<file path="src/rtl/mul_op_sequencer.sv">
// Stream front-end for the add-shift multiplier: queues operand pairs, issues them one at a time,
// waits MUL_LAT cycles and presents the product on a valid/ready port. Optional: MUL_OP_SEQUENCER_CHECK_EN.
module mul_op_sequencer #(
  parameter int WIDTH   = 4,
  parameter int DEPTH   = 4,
  parameter int MUL_LAT = 5
) (
  input  logic               clk,
  input  logic               rst_n,
  input  logic               in_valid,
  output logic               in_ready,
  input  logic [WIDTH-1:0]   in_a,
  input  logic [WIDTH-1:0]   in_b,
  output logic [WIDTH-1:0]   mul_a,
  output logic [WIDTH-1:0]   mul_b,
  output logic               mul_start,
  input  logic [2*WIDTH-1:0] mul_prod,
  output logic               out_valid,
  input  logic               out_ready,
  output logic [2*WIDTH-1:0] out_prod,
  output logic               busy,
  output logic               err
);

  localparam int PW    = $clog2(DEPTH);
  localparam int CW    = PW + 1;
  localparam int CNT_W = $clog2(MUL_LAT + 1);

  typedef enum logic [1:0] {IDLE, ISSUE, WAIT, HOLD} state_t;

  state_t               state_q, state_d;
  logic [WIDTH-1:0]     mem_a_q [DEPTH];
  logic [WIDTH-1:0]     mem_a_d [DEPTH];
  logic [WIDTH-1:0]     mem_b_q [DEPTH];
  logic [WIDTH-1:0]     mem_b_d [DEPTH];
  logic [PW-1:0]        wr_ptr_q, wr_ptr_d;
  logic [PW-1:0]        rd_ptr_q, rd_ptr_d;
  logic [CW-1:0]        count_q, count_d;
  logic [WIDTH-1:0]     mul_a_q, mul_a_d;
  logic [WIDTH-1:0]     mul_b_q, mul_b_d;
  logic [CNT_W-1:0]     wait_cnt_q, wait_cnt_d;
  logic                 out_valid_q, out_valid_d;
  logic [2*WIDTH-1:0]   out_prod_q, out_prod_d;
  logic                 push, pop, capture;

  // Readiness comes from the registered count, so a full FIFO refuses even while ISSUE pops.
  assign in_ready  = (count_q != CW'(DEPTH));
  assign push      = in_valid && in_ready;
  assign mul_a     = mul_a_q;
  assign mul_b     = mul_b_q;
  assign mul_start = (state_q == ISSUE);
  assign out_valid = out_valid_q;
  assign out_prod  = out_prod_q;
  assign busy      = (state_q != IDLE) || (count_q != '0);

  always_comb begin
    mem_a_d  = mem_a_q;
    mem_b_d  = mem_b_q;
    wr_ptr_d = wr_ptr_q;
    rd_ptr_d = rd_ptr_q;
    count_d  = count_q;
    if (push) begin
      mem_a_d[wr_ptr_q] = in_a;
      mem_b_d[wr_ptr_q] = in_b;
      wr_ptr_d          = wr_ptr_q + 1'b1;
    end
    if (pop) begin
      rd_ptr_d = rd_ptr_q + 1'b1;
    end
    case ({push, pop})
      2'b10:   count_d = count_q + 1'b1;
      2'b01:   count_d = count_q - 1'b1;
      default: count_d = count_q;
    endcase
  end

  always_comb begin
    state_d     = state_q;
    mul_a_d     = mul_a_q;
    mul_b_d     = mul_b_q;
    wait_cnt_d  = wait_cnt_q;
    out_valid_d = out_valid_q;
    out_prod_d  = out_prod_q;
    pop         = 1'b0;
    capture     = 1'b0;
    case (state_q)
      IDLE: begin
        if (count_q != '0) begin
          state_d = ISSUE;
          mul_a_d = mem_a_q[rd_ptr_q];
          mul_b_d = mem_b_q[rd_ptr_q];
        end
      end
      ISSUE: begin
        pop        = 1'b1;
        wait_cnt_d = CNT_W'(MUL_LAT - 1);
        state_d    = WAIT;
      end
      WAIT: begin
        if (wait_cnt_q == '0) begin
          capture     = 1'b1;
          out_prod_d  = mul_prod;
          out_valid_d = 1'b1;
          state_d     = HOLD;
        end else begin
          wait_cnt_d = wait_cnt_q - 1'b1;
        end
      end
      HOLD: begin
        if (out_ready) begin
          out_valid_d = 1'b0;
          state_d     = IDLE;
        end
      end
      default: state_d = IDLE;
    endcase
  end

  always_ff @(posedge clk) begin
    if (!rst_n) begin
      state_q     <= IDLE;
      wr_ptr_q    <= '0;
      rd_ptr_q    <= '0;
      count_q     <= '0;
      mul_a_q     <= '0;
      mul_b_q     <= '0;
      wait_cnt_q  <= '0;
      out_valid_q <= 1'b0;
      out_prod_q  <= '0;
    end else begin
      state_q     <= state_d;
      wr_ptr_q    <= wr_ptr_d;
      rd_ptr_q    <= rd_ptr_d;
      count_q     <= count_d;
      mul_a_q     <= mul_a_d;
      mul_b_q     <= mul_b_d;
      wait_cnt_q  <= wait_cnt_d;
      out_valid_q <= out_valid_d;
      out_prod_q  <= out_prod_d;
    end
    mem_a_q <= mem_a_d;
    mem_b_q <= mem_b_d;
  end

`ifdef MUL_OP_SEQUENCER_CHECK_EN
  logic               err_q, err_d;
  logic [2*WIDTH-1:0] ref_prod;

  // mul_a/mul_b are held through WAIT, so they still describe the product being captured.
  assign ref_prod = (2*WIDTH)'(mul_a_q) * (2*WIDTH)'(mul_b_q);

  always_comb begin
    err_d = err_q;
    if (capture && (mul_prod != ref_prod)) begin
      err_d = 1'b1;
    end
  end

  always_ff @(posedge clk) begin
    if (!rst_n) begin
      err_q <= 1'b0;
    end else begin
      err_q <= err_d;
    end
  end

  assign err = err_q;
`else
  assign err = 1'b0;
`endif

endmodule
</file>
<file path="config.mk">
export PLATFORM = sky130hd
export DESIGN_NAME = mul_op_sequencer
export DESIGN_NICKNAME = d
export VERILOG_FILES = /design/src/rtl/mul_op_sequencer.sv
export SDC_FILE = /design/constraint.sdc
export NUM_CORES = 1
export LEC_CHECK = 0
export CORE_UTILIZATION = 49
export DETAILED_ROUTE_END_ITERATION = 12
export GPL_ROUTABILITY_DRIVEN = 0
export PLACE_DENSITY = 0.74
export SYNTH_ARGS = -nofsm -noshare
export SYNTH_HDL_FRONTEND = slang
export SYNTH_SLANG_ARGS = --single-unit
</file>
<file path="constraint.sdc">
create_clock -name clk -period 3.1 [get_ports clk]
set_input_delay 0.93 -clock clk [delete_from_list [all_inputs] [get_ports clk]]
set_output_delay 0.93 -clock clk [all_outputs]
set_load 0.005 [all_outputs]
</file>
==> results of run 1 <==
## cells in the mapped netlist, drive strengths merged (2+ instances only)
cell type / count / area [um^2]
xor2: 2 / 17.52
a21o: 2 / 15.01
clkbuf: 2 / 7.510
nor2b: 2 / 12.51
a21oi: 8 / 51.30
edfxtp: 32 / 960.9
a22o: 8 / 70.07
nand3: 3 / 15.01
nand2: 7 / 26.28
ha: 11 / 137.6
or3: 2 / 18.77
buf: 7 / 42.54
nor2: 13 / 48.80
inv: 8 / 30.03
mux4: 8 / 180.2
nand3b: 2 / 15.01
mux2i: 10 / 100.1
dfxtp: 29 / 580.6
xnor2: 2 / 17.52
o21ai: 3 / 15.01
and3: 5 / 36.28
## area by class of cell
| cell class | instances | area [um^2] |
|---|---|---|
| timing repair buffer | 41 | 405.4 |
| sequential | 61 | 1541 |
| fill | 370 | 1624 |
| tap | 67 | 83.83 |
| inverter | 9 | 33.78 |
| clock buffer | 12 | 155.1 |
| clock inverter | 4 | 93.84 |
| multi-input combinational | 100 | 879.6 |
## worst min-delay path by stage
stage	from	endpoint	slack [ps]	cells past startpoint
6_report	mul_a[2]	mul_a[2]	470	1
5_1_grt	out_valid	out_valid	490	2
4_1_cts	mul_a[2]	mul_a[2]	480	1
3_5_place_dp	mul_a[2]	mul_a[2]	460	1
3_3_place_gp	mul_a[2]	mul_a[2]	460	1
2_1_floorplan	wait_cnt_q[0]	wait_cnt_q[0]	450	2
## critical path, delay by kind of cell (launching register included)
family	cells	cell delay (ps)
flops	1	340
buf+inv	3	630
simple gates	1	410
fa+ha+maj	1	270
## per-stage QoR
step | cell area [um^2] | hold WS (ps) | utilization [%]
6_report | 3193 | 473.0 | 66.29
5_1_grt | 3193 | 492.9 | 66.29
4_1_cts | 3193 | 475.6 | 66.29
3_5_place_dp | 2944 | 460.9 | 61.12
3_3_place_gp | 2944 | 455.5 | 61.12
2_1_floorplan | 2505 | 449.6 | -
## cells by family after synthesis
kind of cell,Yosys count
AO/OA/AOI/OAI,26
XOR/XNOR,4
buffers and inverters,18
AND/OR/NAND/NOR,39
flip-flops,61
multiplexers,18
other,1
adder cells (fa/ha/maj),12
## state kept, by name (all words and copies together) (netlist names), 2 cells and up
register    cells
count_q         3
mem_b_q        16
rd_ptr_q        2
out_prod        8
mul_b           4
state_q         2
mul_a           4
wr_ptr_q        2
wait_cnt_q      3
mem_a_q        16
## routing by layer
| layer | wire [um] | global-route usage [%] | share of wire (%) | up-vias |
|---|---|---|---|---|
| met4 | 105 | 10.68 | 2.3 | 0 |
| met3 | 188 | 4.938 | 4.1 | 10 |
| li1 | - | - | - | 746 |
| met2 | 2221 | 30.38 | 48 | 34 |
| met1 | 2072 | 25.98 | 45 | 721 |
| met5 | 0 | 0 | 0 | - |
## power by group through the flow
stage	Clock, W	Sequential (W)	Combinational, W
after detailed placement	0	0.00114	0.000722
after global placement	0	0.00113	0.000689
after floorplan	0	0.00108	0.000487
after global routing	0.000916	0.00115	0.000791
after CTS	0.000883	0.00113	0.000729
final	0.000873	0.00112	0.000721
==> impl_metrics.env, run 1 <==
export IMPL_crit_end="busy"
export IMPL_powerDensity_nw_per_um2=850.4
export IMPL_crit_top_cell="inv_1"
export IMPL_relSlewSlack_pct=58.41
export IMPL_syn_inst=179
export IMPL_grt_overflow_total=0
export IMPL_antenna_found_initial=0
export IMPL_worst_pin_slew_ps=623.0
export IMPL_period_needed_ps=2916
export IMPL_synthAdderAreaFrac_pct=6.294
export IMPL_grt_first_pass_wirelength_um=7700
export IMPL_synth_mux_area_share_pct=11.19
export IMPL_viasPerCell=5.139
export IMPL_path_max_fanout=4
export IMPL_async_reset_ff_share_pct=0
export IMPL_cp_slowest_cell="clkdlybuf4s50_1"
export IMPL_rsz0062_at_grt="no"
export IMPL_drt_wl_total_um=4587
export IMPL_ctsResizeCount=0
export IMPL_synth_compound_area_share_pct=7.642
export IMPL_synth_top_family_by_area="multiplexers"
export IMPL_slew_violations=0
export IMPL_numPortBuffers=39
export IMPL_synth_cell_types=40
export IMPL_ys_ff_latch=61
export IMPL_postCtsHoldBufs=0
export IMPL_fin_cells=294
export IMPL_drt_iter0_drc=88
export IMPL_synth_seq_area_share_pct=61.54
export IMPL_intPower_w=0.002000
export IMPL_antenna_left=0
export IMPL_pin_count=41
export IMPL_dpl_hpwl_um=3236
export IMPL_r2r_worst_path_cells=7
export IMPL_cts_tree="yes"
export IMPL_crit_chain="inv_1 > ha_1 > nor4b_1 > inv_1 > clkdlybuf4s50_1"
export IMPL_postCtsSetupRepairBufs=0
export IMPL_critPathKind="flop to output port"
export IMPL_num_vias=1511
export IMPL_synth_xor_area_share_pct=1.399
export IMPL_first_pass_iters=4
export IMPL_finalWorstSetupSlack_ps=184.2
export IMPL_die_w_um=73.50
export IMPL_synth_edff_count=32
export IMPL_fmax_mhz=343.0
export IMPL_clkPwrFrac_pct=32.2
export IMPL_core_um2=4817
export IMPL_status="finished, final reports clean"
export IMPL_clk_latency_ps=340
export IMPL_max_cap_violations=0
export IMPL_drc_errors=0
export IMPL_synth_simple_gate_area_share_pct=8.442
export IMPL_clock_path_buffers=2
export IMPL_syn_area_per_cell_um2=13.99
export IMPL_areaGrowthSynthToFinish_pct=27.47
export IMPL_regToRegStartpoint="count_q[0]"
export IMPL_start_util_pct=52.00
export IMPL_ir_worst_vdd_mv=0.3996
export IMPL_critPathRequiredTime_ps=2170
export IMPL_p_switching_w=0.0007151
export IMPL_timing_rr_end="count_q[2]"
export IMPL_grt_pass1_vias=1584
export IMPL_synth_main_ff_cell="edfxtp_1"
export IMPL_slowest_delay_ps=450
export IMPL_final_cell_mix="clkdlybuf4s50_1 (39), edfxtp_1 (32), dfxtp_1 (29), nor2_1 (13)"
export IMPL_synth_cell_area_um2=2505
export IMPL_ys_warn_count=0
export IMPL_worstSetupStartpoint="state_q[0]"
export IMPL_hold_violations=0
export IMPL_power_frac_seq_pct=41.3
export IMPL_clock_sinks=61
export IMPL_die_area_um2=5402
export IMPL_r2r_slack_ps=840
export IMPL_wire_per_inst_um=15.60
export IMPL_p_comb_share_pct=26.5
export IMPL_dp_cells=278
export IMPL_antenna_diode_count=0
export IMPL_chipHeight_um=73.50
export IMPL_start_kind="flop"
export IMPL_grt_max_degree=20
export IMPL_fin_skew_ps=9.202
export IMPL_end_kind="output port"
export IMPL_track_usage_pct=19.82
export IMPL_path_clk_slew_ps=60
export IMPL_cts_made_buffers=9
export IMPL_cts_root_buffer="clkbuf_8"
export IMPL_p_leak_nw=1.155
export IMPL_final_common_cell="clkdlybuf4s50_1"
export IMPL_setup_viol=0
export IMPL_tns_ps=0
export IMPL_dp_slack_ps=253.3
export IMPL_swShare_pct=26.34
export IMPL_syn_nets=211
export IMPL_layout_drive_gt1_share_pct=12.33
export IMPL_power_w=0.002715
export IMPL_hold_class="flop to flop"
export IMPL_timing_final_crit_share_pct=94.06
export IMPL_rows=25
export IMPL_fin_nets=254
export IMPL_critPathArrivalTime_ps=1990
export IMPL_cts_max_level=3
No activity file was read; power rests on OpenSTA's default activity.
==> inputs of run 2 (changes only) <==
ABC_AREA = 1   (was unset)
PLACE_DENSITY = 0.73   (was 0.74)
==> run 2 against run 1 <==
- global-route usage decreased by 1.8 points
- non-clock buffer count increased by 5
- first-iteration DRC count decreased by 27%
- fmax increased by 13%
- area after synthesis increased by 11%
- cell area increased by 6.4%
- final cell count increased by 47%
- combinational power increased by 28%
- sequential power about the same
==> impl_metrics.env, run 2 <==
export IMPL_hold_violations=0
export IMPL_relSlewSlack_pct=37.68
export IMPL_end_kind="output port"
export IMPL_fill_cells=475
export IMPL_slowest_delay_ps=500
export IMPL_fin_nets=388
export IMPL_p_leak_nw=1.426
export IMPL_fmax_mhz=386.3
export IMPL_cp_slowest_cell="clkdlybuf4s50_1"
export IMPL_dp_slack_ps=322.5
export IMPL_final_common_cell="nand2_1"
export IMPL_areaGrowthSynthToFinish_pct=22.56
export IMPL_cts_root_buffer="clkbuf_8"
export IMPL_cts_tree="yes"
export IMPL_rsz0062_at_grt="no"
export IMPL_r2r_slack_ps=1100
export IMPL_grt_max_degree=29
export IMPL_async_reset_ff_share_pct=0
export IMPL_ys_ff_latch=61
export IMPL_rows=27
export IMPL_synth_main_ff_cell="edfxtp_1"
export IMPL_syn_nets=340
export IMPL_period_needed_ps=2589
export IMPL_ys_warn_count=0
export IMPL_dp_cells=417
export IMPL_critPathRequiredTime_ps=2170
export IMPL_grt_first_pass_wirelength_um=8093
export IMPL_timing_final_crit_share_pct=83.50
export IMPL_final_area_um2=3398
export IMPL_drt_wl_total_um=4736
export IMPL_path_max_fanout=4
export IMPL_regToRegStartpoint="state_q[1]"
export IMPL_syn_area_per_cell_um2=9.002
export IMPL_antenna_found_initial=0
export IMPL_ctsResizeCount=0
export IMPL_finalWorstSetupSlack_ps=511.4
export IMPL_path_clk_slew_ps=70
export IMPL_yosys_area_top_type="edfxtp_1"
export IMPL_ir_worst_vdd_mv=0.4069
export IMPL_chipHeight_um=77.22
export IMPL_die_area_um2=5963
export IMPL_dpl_hpwl_um=3293
export IMPL_drc_errors=0
export IMPL_tns_ps=0
export IMPL_first_pass_iters=4
export IMPL_viasPerCell=4.552
export IMPL_antenna_left=0
export IMPL_antenna_diode_count=0
export IMPL_final_core_util_pct=62.09
export IMPL_worst_pin_slew_ps=933.5
export IMPL_synth_cell_area_um2=2773
export IMPL_max_cap_violations=0
export IMPL_grt_pass1_vias=1857
export IMPL_core_um2=5473
export IMPL_numPortBuffers=39
export IMPL_synth_commonest_cells="nand2_1 (62), nor2_1 (53), inv_1 (41)"
export IMPL_start_util_pct=50.66
export IMPL_setup_viol=0
export IMPL_cts_max_level=3
export IMPL_critPathKind="flop to output port"
export IMPL_pin_count=41
export IMPL_syn_inst=308
export IMPL_critPathArrivalTime_ps=1660
export IMPL_fin_cells=433
export IMPL_start_kind="flop"
export IMPL_synth_area_leaders="edfxtp_1 (35%), dfxtp_1 (21%), nand2_1 (8.4%)"
export IMPL_synth_cell_types=29
export IMPL_postCtsSetupRepairBufs=0
export IMPL_drt_iter0_drc=64
export IMPL_synth_seq_area_share_pct=55.60
export IMPL_hold_class="flop to flop"
export IMPL_synth_edff_count=32
export IMPL_num_vias=1971
export IMPL_cts_made_buffers=9
export IMPL_synth_top_cell_area_share_pct=34.66
export IMPL_grt_overflow_total=0
export IMPL_dpl_cell_area_um2=3223
export IMPL_powerDensity_nw_per_um2=789.4
export IMPL_status="finished, final reports clean"
export IMPL_final_cell_mix="nand2_1 (62), nor2_1 (53), inv_1 (41), clkdlybuf4s50_1 (39), edfxtp_1 (32)"
export IMPL_die_w_um=77.22
export IMPL_synth_most_common_cell="nand2_1"
export IMPL_postCtsHoldBufs=0
export IMPL_clk_latency_ps=330
export IMPL_holdCritStartpoint="wait_cnt_q[0]"
export IMPL_slew_violations=0
export IMPL_layout_drive_gt1_share_pct=13.85
export IMPL_track_usage_pct=17.98
export IMPL_fin_skew_ps=8.532
export IMPL_clock_sinks=61
export IMPL_wire_per_inst_um=10.94
export IMPL_worstSetupStartpoint="state_q[0]"
export IMPL_clock_path_buffers=2
export IMPL_crit_chain="inv_1 > ha_1 > nand3_2 > clkdlybuf4s50_1"
## run 2: worst max-delay path, delay by kind of cell (launching register included)
family                   cells  cell delay (ps)
buffers and inverters        2              580
AND/OR/NAND/NOR              1              110
flip-flops                   1              380
adder cells (fa/ha/maj)      1              250
## run 2: metal layers
metal / GRT usage [%] / wire, um / vias up
met4: 11.51 / 78 / 0
met1: 21.09 / 2231 / 867
met5: 0 / 0 / -
met3: 4.524 / 160 / 7
met2: 29.20 / 2265 / 43
li1: - / - / 1054
## run 2: metrics by stage
stage,hold slack [ps],total power [W]
after floorplan,402.8,0.001782
after global placement,410.6,0.002065
after detailed placement,419.5,0.002094
after CTS,428.9,0.002713
after global routing,454.3,0.002887
final,431.9,0.002683
## run 2: worst paths after layout
kind	endpoint	cells after the start
setup / recovery	busy	4
hold / removal	wait_cnt_q[0]	1
setup reg to reg	count_q[2]	9
hold reg to reg	wait_cnt_q[0]	1
## run 2: cell families after synthesis
group / share of synthesized area, %
xor+xnor: 0.3159
simple gates: 21.12
other cells: 0.1352
buf+inv: 9.476
fa+ha+maj: 5.686
compound gates: 7.671
flops: 55.60
## run 2: layout make-up
cell class | count | area (um^2) | share of cell area (%)
Tap cell | 72 | 90.09 | 2.651
Sequential cell | 61 | 1541 | 45.36
Clock inverter | 6 | 37.54 | 1.105
Clock buffer | 10 | 137.6 | 4.050
Multi-Input combinational cell | 190 | 968.4 | 28.50
Timing Repair Buffer | 46 | 442.9 | 13.03
Inverter | 48 | 180.2 | 5.302
## run 2: where the power goes
group          leakage, nW  internal, W  switching (W)  total, W
clock               0.0861     0.000308       0.000305  0.000613
sequential           0.532      0.00101       0.000134   0.00115
combinational        0.808     0.000430       0.000491  0.000921
